**src/rtl/shift_pkg.sv**
```systemverilog
// shift_pkg: shared FSM state encoding and constants for the sequential right shifter
package shift_pkg;
  typedef enum logic [1:0] {IDLE, BUSY, DONE} state_e;
  localparam int DEF_WIDTH = 32;
  localparam int STEP = 4;
endpackage

```
**src/rtl/sra_step.sv**
```systemverilog
// sra_step: one combinational right-shift step with fill insertion; wide step enabled by SHIFT_RIGHT_STEP4_EN
module sra_step import shift_pkg::*; #(
  parameter int WIDTH = DEF_WIDTH
) (
  input  logic [WIDTH-1:0] value_i,
  input  logic             fill_i,
  input  logic             step4_i,
  output logic [WIDTH-1:0] shifted_o
);
`ifdef SHIFT_RIGHT_STEP4_EN
  assign shifted_o = step4_i ? {{STEP{fill_i}}, value_i[WIDTH-1:STEP]} : {fill_i, value_i[WIDTH-1:1]};
`else
  logic unused_step4;
  assign unused_step4 = step4_i;
  assign shifted_o = {fill_i, value_i[WIDTH-1:1]};
`endif
endmodule

```
**src/rtl/shift_right_seq.sv**
```systemverilog
// shift_right_seq: multi-cycle logical/arithmetic right shifter with valid/ready handshake; SHIFT_RIGHT_STEP4_EN adds 4-bit steps
module shift_right_seq import shift_pkg::*; #(
  parameter int WIDTH = DEF_WIDTH,
  parameter int SHW = $clog2(WIDTH)
) (
  input  logic             clock,
  input  logic             reset_n,
  input  logic             in_valid,
  output logic             in_ready,
  input  logic [WIDTH-1:0] operand,
  input  logic [SHW-1:0]   shamt,
  input  logic             arith,
  output logic             out_valid,
  input  logic             out_ready,
  output logic [WIDTH-1:0] result
);
  state_e           state_q, state_d;
  logic [WIDTH-1:0] sh_q, sh_d, shifted;
  logic [SHW-1:0]   cnt_q, cnt_d, dec;
  logic             fill_q, fill_d, step4;

`ifdef SHIFT_RIGHT_STEP4_EN
  assign step4 = int'(cnt_q) >= STEP;
`else
  assign step4 = 1'b0;
`endif
  assign dec = step4 ? SHW'(STEP) : SHW'(1);

  sra_step #(.WIDTH(WIDTH)) u_step (
    .value_i  (sh_q),
    .fill_i   (fill_q),
    .step4_i  (step4),
    .shifted_o(shifted)
  );

  assign in_ready  = state_q == IDLE;
  assign out_valid = state_q == DONE;
  assign result    = sh_q;

  // next state: capture in IDLE, step while BUSY, wait for consumer in DONE
  always_comb begin
    state_d = state_q;
    sh_d    = sh_q;
    cnt_d   = cnt_q;
    fill_d  = fill_q;
    case (state_q)
      IDLE: if (in_valid) begin
        sh_d    = operand;
        cnt_d   = shamt;
        fill_d  = arith & operand[WIDTH-1];
        state_d = shamt == '0 ? DONE : BUSY;
      end
      BUSY: begin
        sh_d    = shifted;
        cnt_d   = cnt_q - dec;
        state_d = cnt_q == dec ? DONE : BUSY;
      end
      DONE: state_d = out_ready ? IDLE : DONE;
      default: state_d = IDLE;
    endcase
  end

  // state registers; reset discards any in-flight operation
  always_ff @(posedge clock or negedge reset_n) begin
    if (!reset_n) begin
      state_q <= IDLE;
      sh_q    <= '0;
      cnt_q   <= '0;
      fill_q  <= 1'b0;
    end else begin
      state_q <= state_d;
      sh_q    <= sh_d;
      cnt_q   <= cnt_d;
      fill_q  <= fill_d;
    end
  end
endmodule

```
**config.mk**
```make
export PLATFORM = sky130hd
export DESIGN_NAME = shift_right_seq
export DESIGN_NICKNAME = d
export VERILOG_FILES = /design/src/rtl/shift_pkg.sv /design/src/rtl/sra_step.sv /design/src/rtl/shift_right_seq.sv
export SDC_FILE = /design/constraint.sdc
export NUM_CORES = 1
export LEC_CHECK = 0
export ABC_AREA = 1
export CORE_UTILIZATION = 30
export DETAILED_ROUTE_END_ITERATION = 10
export GPL_ROUTABILITY_DRIVEN = 0
export HOLD_SLACK_MARGIN = 0.15
export PLACE_DENSITY = 0.65
export SYNTH_ARGS = -nofsm -noshare
export SYNTH_HDL_FRONTEND = slang
export SYNTH_SLANG_ARGS = --single-unit
```
**constraint.sdc**
```tcl
create_clock -name clock -period 3.3 [get_ports clock]
set_input_delay 0.66 -clock clock [delete_from_list [all_inputs] [get_ports clock]]
set_output_delay 0.66 -clock clock [all_outputs]
set_load 0.01 [all_outputs]
```
# Word level (Yosys, flattened, before mapping)
# Index checks and enable logic that the tools add are counted.
# Widths: inputs -> output; s select.
totals:
  ff_bits: 40
  out_inout_bits: 34
  input_bits: 42
classes:
  add_sub_neg: 1
  bitwise: 1
  mux: 9
  reduce_logical: 5
  eq_ne: 4
op_table:
  columns: ["operator", "count"]
  rows:
  - ["$pmux 32 s2", 1]
  - ["$mux 32", 1]
  - ["$pmux 5 s2", 1]
  - ["$mux 2", 4]
  - ["$pmux 2 s3", 1]
  - ["$eq 5x1->1 const B", 1]
  - ["$logic_not 5->1", 1]
  - ["$mux 5", 1]
  - ["$sub 5x1->5 const B", 1]
  - ["$reduce_and 2->1", 2]
  - ["$eq 2x1->1 const B", 1]
  - ["$eq 2x2->1 const B", 1]
  - ["$logic_not 2->1", 1]
  - ["$ne 2x2->1 const B", 1]
  - ["$reduce_bool 2->1", 1]
  - ["$and 1x1->1", 1]

# Depth between registers and ports, before layout
logic_depth:
  word_depth: 4
  ltp_mapped: 8

# Hierarchy
# A second synthesis with hierarchy kept.
hier_totals:
  cells_unflattened: 282
  area_unflattened_um2: 2314.7
by_module_without_submodules:
  columns: ["mod", "area_per_inst_um2", "cells_each", "n_inst"]
  rows:
  - ["shift_right_seq", 2074.5, 250, 1]
  - ["sra_step", 240.2, 32, 1]

# Least setup slack after synthesis
# No wires, ideal clock.
synth_timing:
  kind: "register to output"
  from: "register state_q[1]"
  to: "output port out_valid"
  required_ps: 2640
  stages_incl_launch_ff: 3
  slack_ps: 1960
  arrival_time_ps: 680
  path_cell_list: "dfrtp_1 inv_2 nor2_1"
synth_between:
  elab_chain_len: 1
synth_rtl:
  columns: ["element", "line_no", "source"]
  rows:
  - ["from (decl)", "shift_right_seq.sv:17", "state_e state_q, state_d;"]
  - ["from (signal assigned)", "shift_right_seq.sv:71", "state_q <= state_d;"]
  - ["$eq 2x2->1", "shift_right_seq.sv:37", "assign out_valid = state_q == DONE;"]
  - ["to (decl)", "shift_right_seq.sv:13", "output logic out_valid,"]
# No other way between the ends.

# Final worst setup path
layout_timing:
  from: "register state_q[0]"
  to: "output port in_ready"
layout_between:
  elab_chain_len: 1
layout_rtl:
  columns: ["element", "line_no", "source"]
  rows:
  - ["$logic_not 2->1", "shift_right_seq.sv:36", "assign in_ready = state_q == IDLE;"]
  - ["to (decl)", "shift_right_seq.sv:9", "output logic in_ready,"]
# No other way between the ends.

==> reports/results.tsv <==
stage	metric	value	unit
floorplanning	FP Rows	30	
global_route	first-pass GRT wire length	7783	um
yosys	Avg Cell Area, Syn	7.552	sq um
clocking	CTS H-tree depth	2	
setup_path	CP max-delay cell	clkdlybuf4s50_1	
detailed_routing	remaining antenna violation count	0	
global_route	global-route met2 utilization	22.22	%
timing	final worst-path cycle share	64.53	%
cells_and_area	commonest non-fill, non-tap cells in the layout	nand2_1, clkdlybuf4s50_1, inv_1	
pwr	PnR Total Power	2.719	mW
detailed_routing	Via density	4.298	
timing	setup ws final	1.171	ns
clocking	Root Buffer	clkbuf_8	
yosys	Seq/Total Area, Yosys	47.17	%
cells_and_area	layout cells sized above 1	4.286	%
global_route	vias in the first global route	1772	
global_route	initial antenna violation count	0	
timing	Fin Setup TNS	0	ns
setup_path	Crit. End Element	output port	
setup_path	Critical Path RT	2.64	ns
yosys	Syn Nets	325	
timing	max_slew headroom	41.42	%
global_route	grt met1 use	16.67	%
floorplanning	total core area	0.006832	sq mm
clocking	clock tree buffer depth	2	
pwr	Internal	1.569	mW
global_route	largest net degree at the start of global routing	70	
timing	final hold viol count	0	
clocking	clock buffer count from CTS	5	
setup_path	crit path from	state_q[0]	
clocking	CTS sink count	40	
yosys	mapped cell area	0.002122	sq mm
clocking	Post-CTS Setup Inserts	0	
timing	count of final setup violators	0	
yosys	top cell type's share of synthesized area	47.17	%
global_route	total gr overflow	0	
place	pre-CTS setup slack	1.127	ns
floorplanning	Initial Util	31.06	%
yosys	synth unique cells	21	
floorplanning	Die Footprint	0.007414	sq mm
global_route	grt peak-use layer	met2	
detailed_routing	DR iter-0 viols	44	
place	Port Buffer Count	75	
pwr	Max IR drop VDD	0.0002816	V
floorplanning	die span in x	86.11	um
setup_path	critical path's largest stage delay	0.55	ns
clocking	Clock transition at path regs	0.07	ns
setup_path	worst path cell trace	nor2_4 > clkdlybuf4s50_1	
timing	highest clock rate	469.6	MHz
detailed_routing	DRC Markers	0	
yosys	Synth area leaders	dfrtp_1, nand2_1, o21ai_0, o21ai_1, inv_1	
pwr	combinational share of power	55.7	%
timing	clk_skew	0.002934	ns
yosys	Ys Warns	0	
cells_and_area	post-route core utilization	43.50	%
setup_path	Reg-to-Reg Start	state_q[1]	
floorplanning	Die Ht	86.11	um
pwr	Sw Share	42.29	%
cells_and_area	Ant. Diodes	0	
pwr	Leak	1.363	nW
clocking	clock latency on the worst-skew pair	0.28	ns
job	MaxCap Viol Count	0	
clocking	Post-CTS Hold Buffers	0	
clocking	Resize count post-CTS	0	
floorplanning	total I/O pin count	76	
global_route	M3 GR Usage	3.754	%
setup_path	CP Class	flop to output port	
timing	RSZ-0062 raised after global routing	no	
yosys	Synth Register Bits	40	
setup_path	Worst setup SP type	flop	
detailed_routing	via count	1917	
place	Post-DP HPWL	3237	um
global_route	GRT Util Overall	13.24	%
run_status	run status	completed	
worst_hold_path	worst min path class	primary input to async pin	
pwr	part of the power in registers	32.2	%
setup_path	crit path DAT	1.47	ns
timing	Period minus WS final	2.129	ns
pwr	clock network power share	12.1	%
clocking	CTS tree	yes	
pwr	PwrDens	915.1	mW/mm^2
yosys	cell taking the most area after synthesis	dfrtp_1	
place	placed insts	438	
setup_path	Worst Path Max Fanout	4	
detailed_routing	DRT Pass-1 Iters	5	
yosys	Post-Synthesis Cells	281	
detailed_routing	drt total wl	4663	um
cells_and_area	Layout Area Growth over Synthesis	40.04	%
cells_and_area	most common cell after layout, fill and taps aside	nand2_1	
cells_and_area	Layout Nets	393	
timing	Max Slew Vio Count	0	
pwr	switching power	1.150	mW
cells_and_area	fin cells	446	
timing	Worst-Margin Slew	0.8787	ns
detailed_routing	mean routed wirelength per cell	10.46	um
==> layout make-up <==
class	count	area, sq um
timing repair buffer	75	745.7
tap	96	120.1
sequential	40	1001
fill	736	3860
clock buffer	8	90.09
inverter	43	161.4
multi-input combinational	184	853.3
==> worst paths after layout <==
kind | slack [ns] | end | cells past startpoint
setup / recovery | 1.17 | in_ready | 2
setup reg to reg | 1.37 | result[7] | 5
hold / removal | 0.49 | state_q[0] | 1
max in group asynchronous | 2.26 | result[29] | 1
min in group clock | 0.49 | result[0] | 2
hold reg to reg | 0.49 | result[0] | 2
==> worst max-delay path: cells and delay by family (launching register included) <==
family | cells | cell delay [ns]
buf+inv | 1 | 0.55
flops | 1 | 0.46
simple gates | 1 | 0.18
==> cells in the mapped netlist (all sizes together) <==
master	n
a21oi	1
buf	9
clkbuf	5
dfrtp	40
ha	2
inv	43
nand2	90
nand3	7
nand3b	1
nor2	14
o211ai	2
o21ai	67
==> power by group through the flow <==
stage	sequential (mW)	clock [mW]	combinational, mW
floorplan	0.949	0	0.963
global placement	0.883	0	1.51
detailed placement	0.882	0	1.54
CTS	0.882	0.347	1.55
global route	0.910	0.366	1.73
finish	0.876	0.329	1.51
==> per-stage QoR <==
step           hold WS, ns  instance area, sq um
2_1_floorplan       0.3644                  2122
3_3_place_gp        0.4775                  2882
3_5_place_dp        0.4797                  2882
4_1_cts             0.4998                  2972
5_1_grt             0.5322                  2972
6_report            0.4894                  2972
==> state kept, by name, summed over array words and instances, names as in the netlist <==
| name | cells |
|---|---|
| state_q | 2 |
| cnt_q | 5 |
| result | 32 |
| fill_q | 1 |
==> logic make-up after synthesis <==
logic type | synth area share [%]
compound gates | 16.98
fa+ha+maj | 1.179
buf+inv | 12.62
flops | 47.17
simple gates | 22.05
==> routing by layer <==
metal | wire (um) | up-vias
met2 | 2116 | 49
met4 | 48 | 0
met1 | 2191 | 853
met5 | 0 | -
li1 | - | 1008
met3 | 306 | 7
(Power assumes the default switching activity.)
